==> src/rtl/phase_align_pkg.sv <==
// Shared encodings and limits for the eclk phase-search controller.
// Also holds the settle-window sanity check used at elaboration.
package phase_align_pkg;

   localparam int FILTER_WINDOW = 128;

   localparam logic [2:0] ST_IDLE   = 3'd0;
   localparam logic [2:0] ST_SETTLE = 3'd1;
   localparam logic [2:0] ST_EVAL   = 3'd2;
   localparam logic [2:0] ST_STEP   = 3'd3;
   localparam logic [2:0] ST_DONE   = 3'd4;
   localparam logic [2:0] ST_FAIL   = 3'd5;

   localparam logic [1:0] MODE_FIND_LOW  = 2'd0;
   localparam logic [1:0] MODE_FIND_HIGH = 2'd1;
   localparam logic [1:0] MODE_BACKOFF   = 2'd2;

   typedef enum logic [2:0] {
      S_IDLE   = ST_IDLE,
      S_SETTLE = ST_SETTLE,
      S_EVAL   = ST_EVAL,
      S_STEP   = ST_STEP,
      S_DONE   = ST_DONE,
      S_FAIL   = ST_FAIL
   } state_t;

   typedef enum logic [1:0] {
      M_FIND_LOW  = MODE_FIND_LOW,
      M_FIND_HIGH = MODE_FIND_HIGH,
      M_BACKOFF   = MODE_BACKOFF
   } mode_t;

   // The status filter needs two full windows after a step before its
   // output reflects the new phase.
   function automatic bit wait_cycles_ok(int unsigned wait_cycles);
      return wait_cycles >= 2 * FILTER_WINDOW;
   endfunction

endpackage

==> src/rtl/settle_timer.sv <==
// Settle-window counter: runs 0..WAIT_CYCLES-1 while enabled and flags
// the last count with a one-cycle expire.
module settle_timer #(
   parameter int WAIT_CYCLES = 256
) (
   input  logic sclk,
   input  logic reset_n,
   input  logic clear,
   input  logic run,
   output logic expire
);

   localparam int CW = $clog2(WAIT_CYCLES);
   localparam logic [CW-1:0] LAST = CW'(WAIT_CYCLES - 1);

   logic [CW-1:0] cnt;

   assign expire = run && !clear && (cnt == LAST);

   always_ff @(posedge sclk or negedge reset_n) begin
      if (!reset_n) begin
         cnt <= '0;
      end else if (clear || expire) begin
         cnt <= '0;
      end else if (run) begin
         cnt <= cnt + 1'b1;
      end
   end

endmodule

==> src/rtl/eclk_phase_aligner.sv <==
// Phase-search controller: steps the PLL phase until the filtered eclk
// status shows a 0->1 edge, then optionally backs off a few steps.
module eclk_phase_aligner
   import phase_align_pkg::*;
#(
   parameter int WAIT_CYCLES = 256,
   parameter int MAX_STEPS   = 64,
   parameter int BACKOFF     = 2
) (
   input  logic       sclk,
   input  logic       reset_n,
   input  logic       start,
   input  logic       status_in,
   output logic       phase_step,
   output logic       phase_dir,
   output logic       busy,
   output logic       done,
   output logic       error,
   output logic [6:0] step_cnt
);

   if (!wait_cycles_ok(WAIT_CYCLES)) begin : g_bad_wait
      $error("WAIT_CYCLES must be at least twice FILTER_WINDOW");
   end
   if (MAX_STEPS > 127 || MAX_STEPS < 1) begin : g_bad_max
      $error("MAX_STEPS must be in 1..127");
   end
   if (BACKOFF < 0 || BACKOFF >= MAX_STEPS) begin : g_bad_backoff
      $error("BACKOFF must be in 0..MAX_STEPS-1");
   end

   localparam logic [6:0] MAX_C       = 7'(MAX_STEPS);
   localparam logic [6:0] BACKOFF_C   = 7'(BACKOFF);
   localparam bit         HAS_BACKOFF = (BACKOFF != 0);

   state_t     state;
   mode_t      mode;
   logic [6:0] bo_cnt;
   logic       tmr_clear;
   logic       tmr_run;
   logic       tmr_expire;

   // Holding the timer clear outside SETTLE makes every entry start at 0.
   assign tmr_run   = (state == S_SETTLE);
   assign tmr_clear = !tmr_run;

   settle_timer #(
      .WAIT_CYCLES (WAIT_CYCLES)
   ) u_settle (
      .sclk    (sclk),
      .reset_n (reset_n),
      .clear   (tmr_clear),
      .run     (tmr_run),
      .expire  (tmr_expire)
   );

   // phase_step is registered out of STEP, so it rises one cycle after
   // phase_dir settles and lands in the first SETTLE cycle.
   always_ff @(posedge sclk or negedge reset_n) begin
      if (!reset_n) begin
         state      <= S_IDLE;
         mode       <= M_FIND_LOW;
         phase_step <= 1'b0;
         phase_dir  <= 1'b0;
         busy       <= 1'b0;
         done       <= 1'b0;
         error      <= 1'b0;
         step_cnt   <= '0;
         bo_cnt     <= '0;
      end else begin
         phase_step <= 1'b0;
         case (state)
            S_IDLE, S_DONE, S_FAIL: begin
               if (start) begin
                  state     <= S_SETTLE;
                  mode      <= M_FIND_LOW;
                  step_cnt  <= '0;
                  bo_cnt    <= '0;
                  done      <= 1'b0;
                  error     <= 1'b0;
                  phase_dir <= 1'b0;
                  busy      <= 1'b1;
               end
            end
            S_SETTLE: begin
               if (tmr_expire) state <= S_EVAL;
            end
            S_EVAL: begin
               case (mode)
                  M_FIND_LOW: begin
                     if (!status_in) mode <= M_FIND_HIGH;
                     state <= S_STEP;
                  end
                  M_FIND_HIGH: begin
                     if (!status_in) begin
                        state <= S_STEP;
                     end else if (!HAS_BACKOFF) begin
                        state <= S_DONE;
                        done  <= 1'b1;
                        busy  <= 1'b0;
                     end else begin
                        mode      <= M_BACKOFF;
                        phase_dir <= 1'b1;
                        state     <= S_STEP;
                     end
                  end
                  default: begin
                     if (bo_cnt == BACKOFF_C) begin
                        state <= S_DONE;
                        done  <= 1'b1;
                        busy  <= 1'b0;
                     end else begin
                        state <= S_STEP;
                     end
                  end
               endcase
            end
            S_STEP: begin
               if (mode == M_BACKOFF) begin
                  bo_cnt     <= bo_cnt + 7'd1;
                  phase_step <= 1'b1;
                  state      <= S_SETTLE;
               end else if (step_cnt == MAX_C) begin
                  // Budget exhausted: no pulse for the step that would exceed it.
                  state <= S_FAIL;
                  error <= 1'b1;
                  busy  <= 1'b0;
               end else begin
                  step_cnt   <= step_cnt + 7'd1;
                  phase_step <= 1'b1;
                  state      <= S_SETTLE;
               end
            end
            default: state <= S_IDLE;
         endcase
      end
   end

endmodule

==> config.mk <==
export PLATFORM = sky130hd
export DESIGN_NAME = eclk_phase_aligner
export DESIGN_NICKNAME = d
export VERILOG_FILES = /design/src/rtl/phase_align_pkg.sv /design/src/rtl/settle_timer.sv /design/src/rtl/eclk_phase_aligner.sv
export SDC_FILE = /design/constraint.sdc
export NUM_CORES = 1
export LEC_CHECK = 0
export ABC_AREA = 1
export ABC_CLOCK_PERIOD_IN_PS = 4280
export CAP_MARGIN = 10
export CORE_MARGIN = 2
export CORE_UTILIZATION = 55
export CTS_CLUSTER_DIAMETER = 200
export DETAILED_ROUTE_END_ITERATION = 6
export PLACE_DENSITY = 0.77
export SLEW_MARGIN = 20
export SYNTH_ARGS = -nofsm -noshare
export SYNTH_HDL_FRONTEND = slang
export SYNTH_SLANG_ARGS = --single-unit
==> constraint.sdc <==
create_clock -name sclk -period 4.28 [get_ports sclk]
set_clock_uncertainty 0.15 [all_clocks]
set_input_delay 0.856 -clock sclk [delete_from_list [all_inputs] [get_ports sclk]]
set_output_delay 0.856 -clock sclk [all_outputs]
set_load 0.02 [all_outputs]
==> summary.md <==
The flow ran to the end, and the final reports show no timing, DRC or antenna violations. The final design instance area without fill came out at 2030 um2. The run gives 0 as the max-cap violation count. Wire length of the first global-routing pass: 5590 um. Counting I/O delays and the setup requirement, the final critical path takes 2.46 ns. The logs give 260 for the number of nets in the layout and 3050 um2 for the core outline area. Data arrives at the worst endpoint at 1.46 ns.

The cell total after placement was 288; the global-route usage over all layers was 0.208. Pin placement for this block handled 16 I/O pins. Before antenna repair, the detailed router went through 4 iterations. For the worst setup path, the data required time is 3.27 ns. The area of the die was 3650 um2. The worst setup path is launched from a flop. Clock tree synthesis selected as its root buffer the cell sky130_fd_sc_hd__clkbuf_4. The post-synthesis register bit count is 32. Setup repair after global routing left no endpoint under its margin.

The cell type contributing the most total cell area after synthesis is sky130_fd_sc_hd__dfrtp_1. The final core area utilization is 0.664. The signal on the critical path passes through clkdlybuf4s50_1. The detailed router placed 1461 vias in this run. The clock transition time at the flip-flop clock pins of the worst setup and hold paths was 0.11 ns; the HPWL reported at the end of detailed placement was 2330 um. Clock tree synthesis inserted a total of 5 buffers. The Yosys step of the flow raised 0 warnings. The sum of internal, switching and leakage power is 0.928 mW, and the share of the clock period used by the worst path is 0.575. The type of element capturing the critical path was a primary output. The first routing iteration left 131 violations.

The placed cell area was 1960 um2. The count of nets left with antenna violations once routing finished came out at 0. For the number of distinct library cells after synthesis, the log shows 19. After technology mapping, the gate count stands at 228. Gates resized during post-CTS repair numbered 0. The largest buffer count on any clock path is 2. The finished layout holds 296 standard cells, fillers aside.

Compared with the post-synthesis result, the final layout area differs by 15.6%. The logs give 0 for the number of max-slew violations in the final report and 1352 for the number of global-route vias before repair. For the pin with the worst max-slew slack, the measured transition is 0.419 ns. Adding up every negative setup slack in the final design gives 0 ns. Setup violations remaining at the end of the flow were counted as 0. The delay of the slowest critical-path stage works out to 0.64 ns. The floorplan has 20 rows. The number of buffers added for setup after CTS is 0. TritonCTS built the clock tree. For the peak supply drop, the log shows 305 uV.

The cell family with the largest share of critical-path delay is buffers and inverters. At the end of routability-driven placement, the weighted congestion stood at 0.899. The pre-CTS setup slack was 2.03 ns; the final setup slack of the worst path was 1.82 ns. The share of cells above drive strength 1 works out to 0.0714. Total standard cell area after synthesis: 1750 um2.

The number of antenna diodes in the final layout is 0. Number of input and output port buffers inserted: 15. The tools report the total count of hold-check failures in the final report as 0. The worst slew slack as a fraction of its limit is 0.720.

The type of the setup path with the least slack is flop to primary output. In this run the static leakage power is 1.03 nW. Buffers inserted to repair hold after CTS numbered 0. Global routing finished with a remaining overflow of 0. The mean post-synth cell area was 7.68 um2. The clock insertion delay at the later pin of the skew report came out at 0.34 ns. After filler insertion, the fill cell instance count of the layout stands at 276.

When the netlist entered floorplanning its net count stood at 237. Areal power density over the cells: 458 nW/um2. The logs give 0 for the post-route DRC violation count and 0.326 ns for the final hold slack. Wires add up to 3200 um. Using the TritonRoute via totals, the vias-per-cell ratio works out to 4.94. The area share of the leading cell type in the synthesized netlist works out to 0.457. Number of sinks driven by the clock tree: 32. The part of the Yosys area used for sequential elements was 0.457.

In this run the number of H-tree levels came out at 2. Number of buffer and inverter stages on the critical path: 1. For this design, the slowest cell found on the critical path is sky130_fd_sc_hd__clkdlybuf4s50_1. In the post-synthesis netlist, the biggest area contributors are sky130_fd_sc_hd__dfrtp_1 46%, sky130_fd_sc_hd__nand2_1 13%, sky130_fd_sc_hd__inv_1 6.9%, sky130_fd_sc_hd__nor2_1 5.8%, sky130_fd_sc_hd__nand3_1 5.7%.

The biggest fanout along the worst timing path came out at 6. Static timing analysis puts the maximum clock frequency at 406 MHz. In this run the horizontal extent of the chip is 60.4 um.

Measured along the y axis, the die boundary spans 60.4 um. After detailed routing, the average wire length per cell comes to 10.8 um. The logs give 0 for the number of antenna violations at the first check in global routing and 33 for the largest net degree at the start of global routing. The run gives 0.574 as the starting density of the core. The type of the tightest min-delay check was flop to flop.
-- layout by cell type (no fill, tap or decap), drive strengths merged, types with 2 or more instances in the layout --
| cell | count |
|---|---|
| clkbuf | 6 |
| nand4 | 8 |
| nand2 | 66 |
| clkdlybuf4s50 | 15 |
| nand3 | 20 |
| o21ai | 15 |
| clkinv | 2 |
| nor2 | 28 |
| a21oi | 11 |
| dfrtp | 32 |
| nor3b | 4 |
| xor2 | 3 |
| ha | 5 |
| inv | 33 |
-- layout make-up --
class,instances,area (um2),area share
multi-input combinational,163,827,0.408
clock inverter,2,10.0,0.00494
sequential,32,801,0.395
timing repair buffer,16,158,0.0778
inverter,33,124,0.0611
clock buffer,6,51.3,0.0253
tap,44,55.1,0.0272
-- flip-flops by register name, summed over array words and instances, names as in the netlist --
signal	count
step_cnt	7
state	3
phase_dir	1
phase_step	1
mode	2
u_settle.cnt	8
error	1
done	1
busy	1
bo_cnt	7
-- power by group --
part / switching [mW] / internal [mW] / leakage (nW) / total [mW]
sequential: 0.0347 / 0.347 / 0.438 / 0.382
clock: 0.107 / 0.0781 / 0.0380 / 0.185
combinational: 0.240 / 0.120 / 0.551 / 0.361
total: 0.382 / 0.546 / 1.03 / 0.928
-- routing by layer --
metal	track usage	wire, um
met1	0.269	1530
met4	0.0807	65
met2	0.334	1460
met3	0.0576	143
met5	0	0
-- cells in the mapped netlist, drive strengths merged --
master and instances:
nor3b 4, nand3 20, nand3b 1, o21bai 1, xor2 3, nor3 1, nand4 8, o21ai 15
nor2 28, ha 5, a21oi 11, dfrtp 32, inv 33, nand2 66
-- kinds of logic (layout without fill, tap and decap cells) --
family / Yosys count / count (layout) / share of synthesized area
xor gates and xnor gates: 3 / 3 / 0.0150
and+or+nand+nor: 128 / 128 / 0.341
adders and majority gates: 5 / 5 / 0.0357
AOI/OAI and AO/OA: 27 / 27 / 0.0807
DFF: 32 / 32 / 0.457
buffers and inverters: 33 / 57 / 0.0707
-- worst paths after layout --
kind                                 start               to  slack (ns)  cells past startpoint
max                            step_cnt[3]      step_cnt[3]        1.82                      1
min                        u_settle.cnt[0]  u_settle.cnt[0]        0.33                      1
max reg2reg                u_settle.cnt[0]         state[2]        2.60                      6
min reg2reg                u_settle.cnt[0]  u_settle.cnt[0]        0.33                      1
max in group asynchronous          reset_n             done        2.92                      2
min in group asynchronous          reset_n       phase_step        0.74                      2
(Power assumes the default switching activity.)
